<file path="config.mk">
export PLATFORM = sky130hd
export DESIGN_NAME = dram_dump_uart_tx
export DESIGN_NICKNAME = d
export VERILOG_FILES = /design/src/rtl/dram_dump_pkg.sv /design/src/rtl/dram_dump_uart_tx_frame.sv /design/src/rtl/dram_dump_uart_tx.sv
export SDC_FILE = /design/constraint.sdc
export NUM_CORES = 1
export LEC_CHECK = 0
export CAP_MARGIN = 20
export CORE_MARGIN = 8
export CORE_UTILIZATION = 60
export DETAILED_ROUTE_END_ITERATION = 10
export GPL_ROUTABILITY_DRIVEN = 0
export PLACE_DENSITY = 0.83
export SLEW_MARGIN = 0
export SYNTH_ARGS = -nofsm -noshare
export SYNTH_HDL_FRONTEND = slang
export SYNTH_SLANG_ARGS = --single-unit
</file>
<file path="constraint.sdc">
create_clock -name clk -period 7.4 [get_ports clk]
set_input_delay 1.11 -clock clk [delete_from_list [all_inputs] [get_ports clk]]
set_output_delay 1.11 -clock clk [all_outputs]
set_load 0.02 [all_outputs]
</file>
<file path="src/rtl/dram_dump_pkg.sv">
`default_nettype none
// ============================================================================
// Module      : dram_dump_pkg
// Description : Shared types, ASCII constants and nibble-to-hex helper for the
//               DRAM dump UART transmitter. The sequencer gains a TAIL state
//               when DRAM_DUMP_CRLF_EN is defined.
// Revision    : 1.0 - initial release
// ============================================================================
package dram_dump_pkg;

    localparam logic [7:0] ASCII_CR = 8'h0D;
    localparam logic [7:0] ASCII_LF = 8'h0A;
    localparam logic [7:0] ASCII_0  = 8'h30;
    localparam logic [7:0] ASCII_A  = 8'h41;

    localparam int         ADDR_W    = 5;
    localparam logic [4:0] LAST_ADDR = 5'd31;

    // Dump sequencer: character fetch and frame hand-off to the serialiser.
    typedef enum logic [1:0] {
        SEQ_IDLE,
        SEQ_LOAD,
`ifdef DRAM_DUMP_CRLF_EN
        SEQ_SEND,
        SEQ_TAIL
`else
        SEQ_SEND
`endif
    } seq_state_e;

    // Serialiser phases of one 8N1 frame.
    typedef enum logic [1:0] {
        FR_IDLE,
        FR_START,
        FR_DATA,
        FR_STOP
    } frame_state_e;

    // Uppercase ASCII hex digit for a nibble.
    function automatic logic [7:0] nibble_to_ascii(input logic [3:0] nib);
        if (nib < 4'd10) begin
            return ASCII_0 + {4'h0, nib};
        end
        return ASCII_A + {4'h0, nib} - 8'd10;
    endfunction

endpackage : dram_dump_pkg
`default_nettype wire

</file>
<file path="src/rtl/dram_dump_uart_tx_frame.sv">
`default_nettype none
// ============================================================================
// Module      : uart_tx_frame
// Description : 8N1 serialiser. load_i in the idle state captures data_i and
//               sends START, 8 data bits LSB first and STOP, each for
//               CLKS_PER_BIT cycles. frame_done_o marks the last STOP cycle.
// Revision    : 1.0 - initial release
// ============================================================================
module uart_tx_frame
    import dram_dump_pkg::*;
#(
    parameter int CLKS_PER_BIT = 868
) (
    input  logic       clk,
    input  logic       rst,
    input  logic       load_i,
    input  logic [7:0] data_i,
    output logic       tx_o,
    output logic       ready_o,
    output logic       frame_done_o
);

    localparam int CNT_W = (CLKS_PER_BIT > 1) ? $clog2(CLKS_PER_BIT) : 1;
    localparam logic [CNT_W-1:0] BAUD_LAST = CNT_W'(CLKS_PER_BIT - 1);

    frame_state_e     state_q, state_d;
    logic [CNT_W-1:0] baud_q, baud_d;
    logic [2:0]       bit_q, bit_d;
    logic [7:0]       shift_q, shift_d;
    logic             tx_q, tx_d;
    logic             w_baud_end;

    assign w_baud_end   = (baud_q == BAUD_LAST);
    assign ready_o      = (state_q == FR_IDLE);
    assign tx_o         = tx_q;

    // Frame state, counters and a registered (glitch-free) serial line.
    always_ff @(posedge clk) begin
        if (rst) begin
            state_q <= FR_IDLE;
            baud_q  <= '0;
            bit_q   <= '0;
            shift_q <= '0;
            tx_q    <= 1'b1;
        end else begin
            state_q <= state_d;
            baud_q  <= baud_d;
            bit_q   <= bit_d;
            shift_q <= shift_d;
            tx_q    <= tx_d;
        end
    end

    // Next-state: every phase change wraps the baud counter to zero.
    always_comb begin
        state_d      = state_q;
        baud_d       = baud_q;
        bit_d        = bit_q;
        shift_d      = shift_q;
        frame_done_o = 1'b0;
        case (state_q)
            FR_IDLE: begin
                if (load_i) begin
                    state_d = FR_START;
                    baud_d  = '0;
                    bit_d   = '0;
                    shift_d = data_i;
                end
            end
            FR_START: begin
                if (w_baud_end) begin
                    baud_d  = '0;
                    state_d = FR_DATA;
                end else begin
                    baud_d = baud_q + 1'b1;
                end
            end
            FR_DATA: begin
                if (w_baud_end) begin
                    baud_d  = '0;
                    shift_d = {1'b0, shift_q[7:1]};
                    if (bit_q == 3'd7) begin
                        bit_d   = '0;
                        state_d = FR_STOP;
                    end else begin
                        bit_d = bit_q + 3'd1;
                    end
                end else begin
                    baud_d = baud_q + 1'b1;
                end
            end
            FR_STOP: begin
                if (w_baud_end) begin
                    baud_d       = '0;
                    state_d      = FR_IDLE;
                    frame_done_o = 1'b1;
                end else begin
                    baud_d = baud_q + 1'b1;
                end
            end
            default: begin
                state_d = FR_IDLE;
            end
        endcase

        case (state_d)
            FR_START: tx_d = 1'b0;
            FR_DATA:  tx_d = shift_d[0];
            default:  tx_d = 1'b1;
        endcase
    end

endmodule : uart_tx_frame
`default_nettype wire

</file>
<file path="src/rtl/dram_dump_uart_tx.sv">
`default_nettype none
// ============================================================================
// Module      : dram_dump_uart_tx
// Description : 32x4 RAM with a write port; on dump_req every nibble is sent
//               as an uppercase ASCII hex character over UART 8N1, address
//               0 first. Define DRAM_DUMP_CRLF_EN to append CR LF to a dump.
// Revision    : 1.0 - initial release
// ============================================================================
module dram_dump_uart_tx
    import dram_dump_pkg::*;
#(
    parameter int           CLKS_PER_BIT = 868,
    parameter logic [127:0] INIT         = 128'h00F0
) (
    input  logic              clk,
    input  logic              rst,
    input  logic              wr_en,
    input  logic [ADDR_W-1:0] wr_addr,
    input  logic [3:0]        wr_data,
    input  logic              dump_req,
    output logic              tx,
    output logic              busy,
    output logic              done
);

    // Nibble a lives at ram_q[4a+3:4a]; contents come only from INIT at
    // configuration and from the write port, never from rst.
    logic [127:0]      ram_q = INIT;

    seq_state_e        state_q, state_d;
    logic [ADDR_W-1:0] rd_addr_q, rd_addr_d;
    logic              done_q, done_d;
    logic [3:0]        w_rd_nibble;
    logic              w_load;
    logic [7:0]        w_load_data;
    logic              w_frame_ready;
    logic              w_frame_done;
`ifdef DRAM_DUMP_CRLF_EN
    logic              in_tail_q, in_tail_d;
    logic              tail_sel_q, tail_sel_d;
`endif

    // Asynchronous read: a write on the same edge is seen only afterwards.
    assign w_rd_nibble = ram_q[{rd_addr_q, 2'b00} +: 4];
    assign busy        = (state_q != SEQ_IDLE);
    assign done        = done_q;

    // Write port is live in every state, reset included.
    always_ff @(posedge clk) begin
        if (wr_en) begin
            ram_q[{wr_addr, 2'b00} +: 4] <= wr_data;
        end
    end

    // Sequencer state, read address and completion pulse.
    always_ff @(posedge clk) begin
        if (rst) begin
            state_q    <= SEQ_IDLE;
            rd_addr_q  <= '0;
            done_q     <= 1'b0;
`ifdef DRAM_DUMP_CRLF_EN
            in_tail_q  <= 1'b0;
            tail_sel_q <= 1'b0;
`endif
        end else begin
            state_q    <= state_d;
            rd_addr_q  <= rd_addr_d;
            done_q     <= done_d;
`ifdef DRAM_DUMP_CRLF_EN
            in_tail_q  <= in_tail_d;
            tail_sel_q <= tail_sel_d;
`endif
        end
    end

    // Next-state: fetch, hand off, and advance after each frame's STOP.
    always_comb begin
        state_d     = state_q;
        rd_addr_d   = rd_addr_q;
        done_d      = 1'b0;
        w_load      = 1'b0;
        w_load_data = nibble_to_ascii(w_rd_nibble);
`ifdef DRAM_DUMP_CRLF_EN
        in_tail_d   = in_tail_q;
        tail_sel_d  = tail_sel_q;
`endif
        case (state_q)
            SEQ_IDLE: begin
                if (dump_req) begin
                    state_d   = SEQ_LOAD;
                    rd_addr_d = '0;
                end
            end
            SEQ_LOAD: begin
                if (w_frame_ready) begin
                    w_load  = 1'b1;
                    state_d = SEQ_SEND;
                end
            end
            SEQ_SEND: begin
                if (w_frame_done) begin
`ifdef DRAM_DUMP_CRLF_EN
                    if (in_tail_q) begin
                        if (!tail_sel_q) begin
                            state_d    = SEQ_TAIL;
                            tail_sel_d = 1'b1;
                        end else begin
                            state_d    = SEQ_IDLE;
                            done_d     = 1'b1;
                            in_tail_d  = 1'b0;
                            tail_sel_d = 1'b0;
                        end
                    end else
`endif
                    if (rd_addr_q == LAST_ADDR) begin
                        rd_addr_d = '0;
`ifdef DRAM_DUMP_CRLF_EN
                        state_d    = SEQ_TAIL;
                        in_tail_d  = 1'b1;
                        tail_sel_d = 1'b0;
`else
                        state_d = SEQ_IDLE;
                        done_d  = 1'b1;
`endif
                    end else begin
                        rd_addr_d = rd_addr_q + 5'd1;
                        state_d   = SEQ_LOAD;
                    end
                end
            end
`ifdef DRAM_DUMP_CRLF_EN
            SEQ_TAIL: begin
                w_load_data = tail_sel_q ? ASCII_LF : ASCII_CR;
                if (w_frame_ready) begin
                    w_load  = 1'b1;
                    state_d = SEQ_SEND;
                end
            end
`endif
            default: begin
                state_d = SEQ_IDLE;
            end
        endcase
    end

    uart_tx_frame #(
        .CLKS_PER_BIT (CLKS_PER_BIT)
    ) u_frame (
        .clk          (clk),
        .rst          (rst),
        .load_i       (w_load),
        .data_i       (w_load_data),
        .tx_o         (tx),
        .ready_o      (w_frame_ready),
        .frame_done_o (w_frame_done)
    );

endmodule : dram_dump_uart_tx
`default_nettype wire

</file>
==> impl_results.md, run 1 <==
- Status: complete, no violations
- Critical-path maximum fanout: 26
- Largest cells by area after synthesis: edfxtp_1 50%, dfxtp_1 8.0%, nor2_1 7.4%
- CTS clock-pin slew for the worst setup and hold paths: about 0.070 ns
- Antenna violations before repair: 1
- Netlist cell types: 45
- Vias per std cell: between 6 and 7
- CP arrival: about 4 ns
- Pre-antenna DRT Iters: 6
- Final hold violation count: 0
- Leading area contributor after synthesis: edfxtp_1
- Largest net degree at the start of global routing: 40
- DPL Wire Length: 13.68 mm
- CTS sink cnt: roughly 160
- Die span in x: 129.6 um
- Max_cap viols: 0
- RSZ-0062 raised after global routing: no
- Gates resized, CTS repair: 0
- Root buffer cell: clkbuf_16
- CP required: 7.54 ns
- Post-synth top area share: 49.66%
- P_int: 0.001566 W
- Post-CTS Setup Bufs: 0
- Initial Util: 61.33%
- Total power: 0.002082 W
- Wire per inst: 21.54 um
- Pre-CTS setup slack: 3.133 ns
- Clock share of power: 44.8%
- Worst Tran Pin Value: ~1 ns
- GR Overflow Total: 0
- Die Ht: 129.6 um
- Layout cell share with drive strength beyond 1: 6.812%
- Drt total wl: 19.54 mm
- Vias in the first global route: approximately 5600
- Lkg Pwr: 2.639 nW
- Post-Syn Instances: roughly 720
- Net count after synthesis: 741
- CTS buffer count: 17
- Startpoint types: primary input
- Post-Synthesis Cell Area: between 7000 and 8000 um2
- CP Capture Type: flop
- Htree depth: 4
- CORE AREA: ~13000 um2
- CTS max path bufs: 2
- Hold Path Class: reg -> reg
- Fin Setup TNS: 0 ns
- Fmax: 254.3 MHz
- Nets: around 750
- Setup CP Type: in -> reg
- Slack of the critical path: about 3.5 ns
- Main combinational cell family by area after synthesis: simple AND/OR/NAND/NOR gates
- Pwr Density: 241.8 nW/um2
- Via count: slightly below 6000
- Flop pwr share: between 40% and 50%
- Primary FF master, synth: edfxtp_1
- Final Max Tran Viols: 0
- Row cnt: 41
- First-pass GRT wire length: 30.32 mm
- Post-Synth Adder-Cell Area: 1.778%
- Switching Fraction: about a quarter
- Combinational fraction of design power: 7.7%
- Relative slew slack: 34.00%
- # setup viols final: 0
- Post-DRT Antenna Nets: 0
- Number of port buffers: 15
- Simple-gate portion of the synthesized area: 20.69%
- Post-synth EDFFs: around 130
- Synth Area in XOR/XNOR: 0.4526%
- DR iter-0 viols: 631
- Io pins: 16
- Async S/R FF share, synth: 0%
- # hold bufs at CTS: 0
- Fin crit share: 53.13%
- Hold depth: 2
- Fin crit period: 3.932 ns
- Synth Warn #: 0
- Tot GR Track Use: 24.47%
- Register bit total from synthesis: 159
- Worst-Skew Late Latency: roughly 0.45 ns
- CTS tree: built
- DRC Markers: 0
- Skew final: 0.01119 ns
- Compound-Gate Fraction of Synth Area: between 7 and 8%
- Area delta synth->final: 11.25%
- P_sw: a little over 0.0005 W
- VDD IR max: approximately 0.00015 V
- Post-Syn Area per Cell: 10.79 um2
- R2R depth: 8
- Die area: 16790 um2
- Post-synthesis sequential area ratio: 57.68%
- Post-synthesis mux area share: approximately a tenth
==> cell usage after synthesis, types with 4 or more instances <==
cell type / n
a21oi_1: 28
o22ai_1: 6
ha_1: 11
nand3_1: 6
a22oi_1: 28
mux2i_1: 48
nand2b_1: 10
o21ai_0: 14
buf_2: 6
nor3_1: 24
nor2_1: 152
mux4_2: 10
inv_1: 6
clkbuf_1: 21
edfxtp_1: 128
and2_1: 41
nand2_1: 75
a22o_1: 4
buf_4: 4
nor2b_1: 11
and3_1: 12
nor4_1: 4
or2_2: 4
dfxtp_1: 31
==> registers in the layout, indices dropped and copies added (netlist names) <==
register,count
u_frame.tx_o,1
u_frame.bit_q,3
u_frame.shift_q,7
u_frame.baud_q,10
done,1
ram_q,128
state_q,2
u_frame.state_q,2
rd_addr_q,5
==> power groups by stage <==
| stage | Sequential (W) | Clock [W] | Combinational (W) |
|---|---|---|---|
| floorplan | 0.00100 | 0 | 0.000106 |
| global placement | 0.00101 | 0 | 0.000148 |
| detailed placement | 0.00101 | 0 | 0.000154 |
| CTS | 0.000989 | 0.000932 | 0.000155 |
| global route | 0.000991 | 0.000970 | 0.000173 |
| finish | 0.000989 | 0.000934 | 0.000159 |
==> per-stage QoR <==
step           cells  hold slack (ns)  util (%)  cell area, um2
2_1_floorplan    717           0.4705         -            7740
3_3_place_gp     873           0.4908     63.17            7971
3_5_place_dp     873           0.5006     63.17            7971
4_1_cts          905           0.5162     68.09            8593
5_1_grt          907           0.5406     68.23            8611
6_report         907           0.5273     68.23            8611
==> routing by layer <==
metal	vias up	GRT usage [%]	share of wire, %
li1	2600	-	-
met1	2715	28.30	37
met2	374	40.43	48
met3	88	6.820	9.7
met4	0	13.66	5.2
met5	-	0	0
==> worst max-delay path: stages <==
cell             delay (ns)
clkdlybuf4s50_1        0.57
inv_1                  0.19
ha_1                   0.21
nand2_1                0.07
or2_2                  0.30
o21ai_1                0.38
nand2_1                0.59
nor2_1                 0.38
and2_1                 0.27
==> layout make-up <==
type,instances,area [um2]
diodes,1,2.502
clock buffers,17,425.4
clock inverters,15,196.4
fillers,930,4009
inverters,6,22.52
multi-input cells,520,3110
flip-flops and latches,159,4466
well taps,172,215.2
repair buffers,17,172.7
==> cell families after synthesis <==
family,Yosys count
AOI/OAI and AO/OA,96
xor gates and xnor gates,4
adders and majority gates,11
buffers and inverters,38
DFF,159
muxes,59
and+or+nand+nor,350
==> cell usage in the layout (no fill, tap or decap), types with 6 or more instances in the layout <==
| cell | count |
|---|---|
| nand3_1 | 6 |
| o21ai_0 | 14 |
| mux4_2 | 10 |
| a21oi_1 | 28 |
| mux2i_1 | 48 |
| inv_1 | 6 |
| a22oi_1 | 28 |
| dfxtp_1 | 30 |
| clkbuf_16 | 17 |
| nand2_1 | 75 |
| ha_1 | 11 |
| o22ai_1 | 6 |
| nor2b_1 | 11 |
| and2_1 | 41 |
| clkdlybuf4s50_1 | 15 |
| edfxtp_1 | 128 |
| nor2_1 | 152 |
| nand2b_1 | 10 |
| nor3_1 | 24 |
| and3_1 | 12 |
==> final timing paths <==
path               startpoint                  to  slack, ns
max reg2reg      rd_addr_q[1]  u_frame.shift_q[6]       4.09
max                wr_addr[0]          ram_q[117]       3.47
min          u_frame.bit_q[2]    u_frame.bit_q[2]       0.53
min reg2reg  u_frame.bit_q[2]    u_frame.bit_q[2]       0.53
Note: power is estimated with default switching activity, not from simulation.
==> run 2, diff against run 1 <==
--- a/config.mk
+++ b/config.mk
@@ -7,10 +7,10 @@
 export LEC_CHECK = 0
 export CAP_MARGIN = 20
 export CORE_MARGIN = 8
-export CORE_UTILIZATION = 60
+export CORE_UTILIZATION = 56
 export DETAILED_ROUTE_END_ITERATION = 10
 export GPL_ROUTABILITY_DRIVEN = 0
-export PLACE_DENSITY = 0.83
+export PLACE_DENSITY = 0.82
 export SLEW_MARGIN = 0
 export SYNTH_ARGS = -nofsm -noshare
 export SYNTH_HDL_FRONTEND = slang
==> constraint.sdc (replaced) <==
create_clock -name clk -period 3.25 [get_ports clk]
set_input_delay 0.4875 -clock clk [delete_from_list [all_inputs] [get_ports clk]]
set_output_delay 0.4875 -clock clk [all_outputs]
set_load 0.02 [all_outputs]
==> impl_results.md, run 2 (synthesis results as in run 1) <==
- Commonest non-fill, non-tap cell in the layout: nor2_1
- CTS max path bufs: 2 (unchanged)
- Crit Reg-Reg Startpoint: rd_addr_q[1]
- Startpoint types: flop
- Via count: 5786 (+0.16%)
- VDD IR max: 0.0003305 V (+110%)
- Root buffer cell: clkbuf_16
- CTS tree: built
- Pre-antenna DRT Iters: 5 (-1)
- DRC Markers: 0 (unchanged)
- Wire per inst: 20.78 um (-3.6%)
- # setup viols final: 0 (unchanged)
- Tot GR Track Use: 21.97% (-2.5 points)
- Final Max Tran Viols: 0 (unchanged)
- DR iter-0 viols: 732 (+16%)
- CP arrival: 3.37 ns (-0.70 ns)
- Die Ht: 133.6 um (+3.1%)
- Layout cell share with drive strength beyond 1: 9.188% (+2.4 points)
- R2r setup slk: 0.23 ns (-3.86 ns)
- Final hold violation count: 0 (unchanged)
- Row cnt: 43 (+4.9%)
- CORE AREA: 13670 um2 (+8.3%)
- Post-CTS Setup Bufs: 0 (unchanged)
- Worst-Skew Late Latency: 0.43 ns (-0.02 ns)
- Ant diodes: 0 (-1)
- Drt total wl: 19.35 mm (-1.0%)
- Io pins: 16 (unchanged)
- Area after DPL: 8124 um2 (+1.9%)
- Setup CP Type: reg -> reg
- Clock share of power: 42.8% (-2.0 points)
- Max reg flops: 128 (unchanged)
- Number of port buffers: 15 (unchanged)
- First-pass GRT wire length: 29.93 mm (-1.3%)
- Fin Setup TNS: 0 ns (unchanged)
- Area delta synth->final: 12.53%
- Status: complete, no violations
- Post-DRT Antenna Nets: 0 (unchanged)
- Commonest cells after routing, fill and taps aside: 152 x nor2_1, 128 x edfxtp_1, 75 x nand2_1
- Finished Cell Area: 8710 um2 (+1.1%)
- P_sw: 0.001122 W (+120%)
- Skew final: 0.008863 ns (-0.002327 ns)
- Fmax: 330.6 MHz
- Largest net degree at the start of global routing: 32 (-20%)
- Antenna violations before repair: 0 (-1)
- Flop pwr share: 49.0% (+1.5 points)
- Nets: 763 (+2.4%)
- Vias in the first global route: 5570 (-0.48%)
- Critical-path maximum fanout: 31 (+19%)
- CTS sink cnt: 159 (unchanged)
- RSZ-0062 raised after global routing: no
- Hold Path Class: reg -> reg
- CP Capture Type: flop
- Combinational fraction of design power: 8.2% (+0.5 points)
- R2R depth: 10 (+2)
- CP required: 3.59 ns (-3.95 ns)
- Initial Util: 56.64% (-4.7 points)
- CP Launch Point: rd_addr_q[1]
- GR Overflow Total: 0 (unchanged)
- Die area: 17840 um2 (+6.3%)
- CTS clock-pin slew for the worst setup and hold paths: 0.06 ns (about the same)
- Largest regs: ram_q (128), u_frame.baud_q (10), u_frame.shift_q (7)
- P_int: 0.003483 W (+120%)
- Worst Hold Slack: 0.5206 ns (-0.006726 ns)
- Fin crit share: 93.06%
- Pwr Density: 528.7 nW/um2 (+120%)
- Largest register by flop count: ram_q
- Max_cap viols: 0 (unchanged)
- Vias per std cell: 6.215 (-2.4%)
- Worst setup endpoint: u_frame.shift_q[4]
- Relative slew slack: 41.51% (+7.5 points)
- DPL Wire Length: 14.21 mm (+3.8%)
- Fin crit period: around 3.0 ns
- Crit Reg-Reg Endpoint: u_frame.shift_q[4]
- Switching Fraction: 24.37% (-0.43 points)
- Htree depth: 4 (unchanged)
- Worst Tran Pin Value: 0.8773 ns (-0.1106 ns)
- Die span in x: 133.6 um (+3.1%)
- CTS buffer count: 17 (unchanged)
- Lkg Pwr: 2.692 nW (+2.0%)
run 2: cell count changes in the layout (fill, tap and decap cells not counted), sizes merged:
cell,delta
bufinv,-1
inv,-3
clkinvlp,+4
diode,-1
clkinv,-1
buf,+18
run 2: routing by layer:
| metal | wire length (um) | global-route usage (%) | up-vias |
|---|---|---|---|
| met4 | 639 | 8.546 | 0 |
| met5 | 0 | 0 | - |
| met1 | 7091 | 24.81 | 2777 |
| met3 | 1713 | 5.497 | 53 |
| met2 | 9901 | 39.01 | 336 |
| li1 | - | - | 2620 |
run 2: worst max-delay path, stage by stage (launching register included):
cell,delay [ns]
dfxtp_2,0.90
buf_4,0.31
mux2i_1,0.31
a22oi_1,0.14
nand2_1,0.15
o22ai_1,0.10
nor2_1,0.29
ha_1,0.26
o21ai_0,0.14
a21oi_1,0.19
o21bai_1,0.12
run 2: cell type report:
class	count	area [um2]
tap	180	225.2
sequential	159	4467
inverter	6	22.52
multi-input combinational	520	3113
clock buffer	17	425.4
fill	1044	4956
clock inverter	14	156.4
timing repair buffer	35	300.3
run 2: power by group through the flow:
stage	combinational [W]	clock [W]	sequential, W
finish	0.000379	0.00197	0.00225
global route	0.000413	0.00205	0.00226
CTS	0.000370	0.00197	0.00225
detailed placement	0.000367	0	0.00230
global placement	0.000354	0	0.00229
floorplan	0.000241	0	0.00228
run 2: worst min-delay path by stage:
stage	to	slack, ns	start	cells after the start
2_1_floorplan	u_frame.baud_q[9]	0.47	u_frame.baud_q[9]	1
3_3_place_gp	u_frame.bit_q[2]	0.49	u_frame.bit_q[2]	2
3_5_place_dp	u_frame.bit_q[2]	0.51	u_frame.bit_q[2]	2
4_1_cts	u_frame.bit_q[2]	0.52	u_frame.bit_q[2]	2
5_1_grt	u_frame.baud_q[9]	0.56	u_frame.baud_q[9]	1
6_report	u_frame.bit_q[2]	0.52	u_frame.bit_q[2]	2
run 2: what timing repair did:
action / CTS / global route
setup endpoints to repair: 0 / 1
resized for setup: 0 / 2
hold buffers: 0 / 0
run 2: stage by stage:
step	utilization, %	instances	power, W	setup slack (ns)
2_1_floorplan	-	717	0.002525	0.6868
5_1_grt	63.73	931	0.004720	0.05799
4_1_cts	63.71	931	0.004592	0.2498
3_5_place_dp	59.45	900	0.002663	0.1041
3_3_place_gp	59.45	900	0.002648	0.2279
6_report	63.73	931	0.004604	0.2256
==> run 3, diff against run 2 <==
--- a/config.mk
+++ b/config.mk
@@ -5,7 +5,6 @@
 export SDC_FILE = /design/constraint.sdc
 export NUM_CORES = 1
 export LEC_CHECK = 0
-export CAP_MARGIN = 20
 export CORE_MARGIN = 8
 export CORE_UTILIZATION = 56
 export DETAILED_ROUTE_END_ITERATION = 10
==> results of run 3 <==
No change in the layout: final DEF, timing and power equal those of run 2.
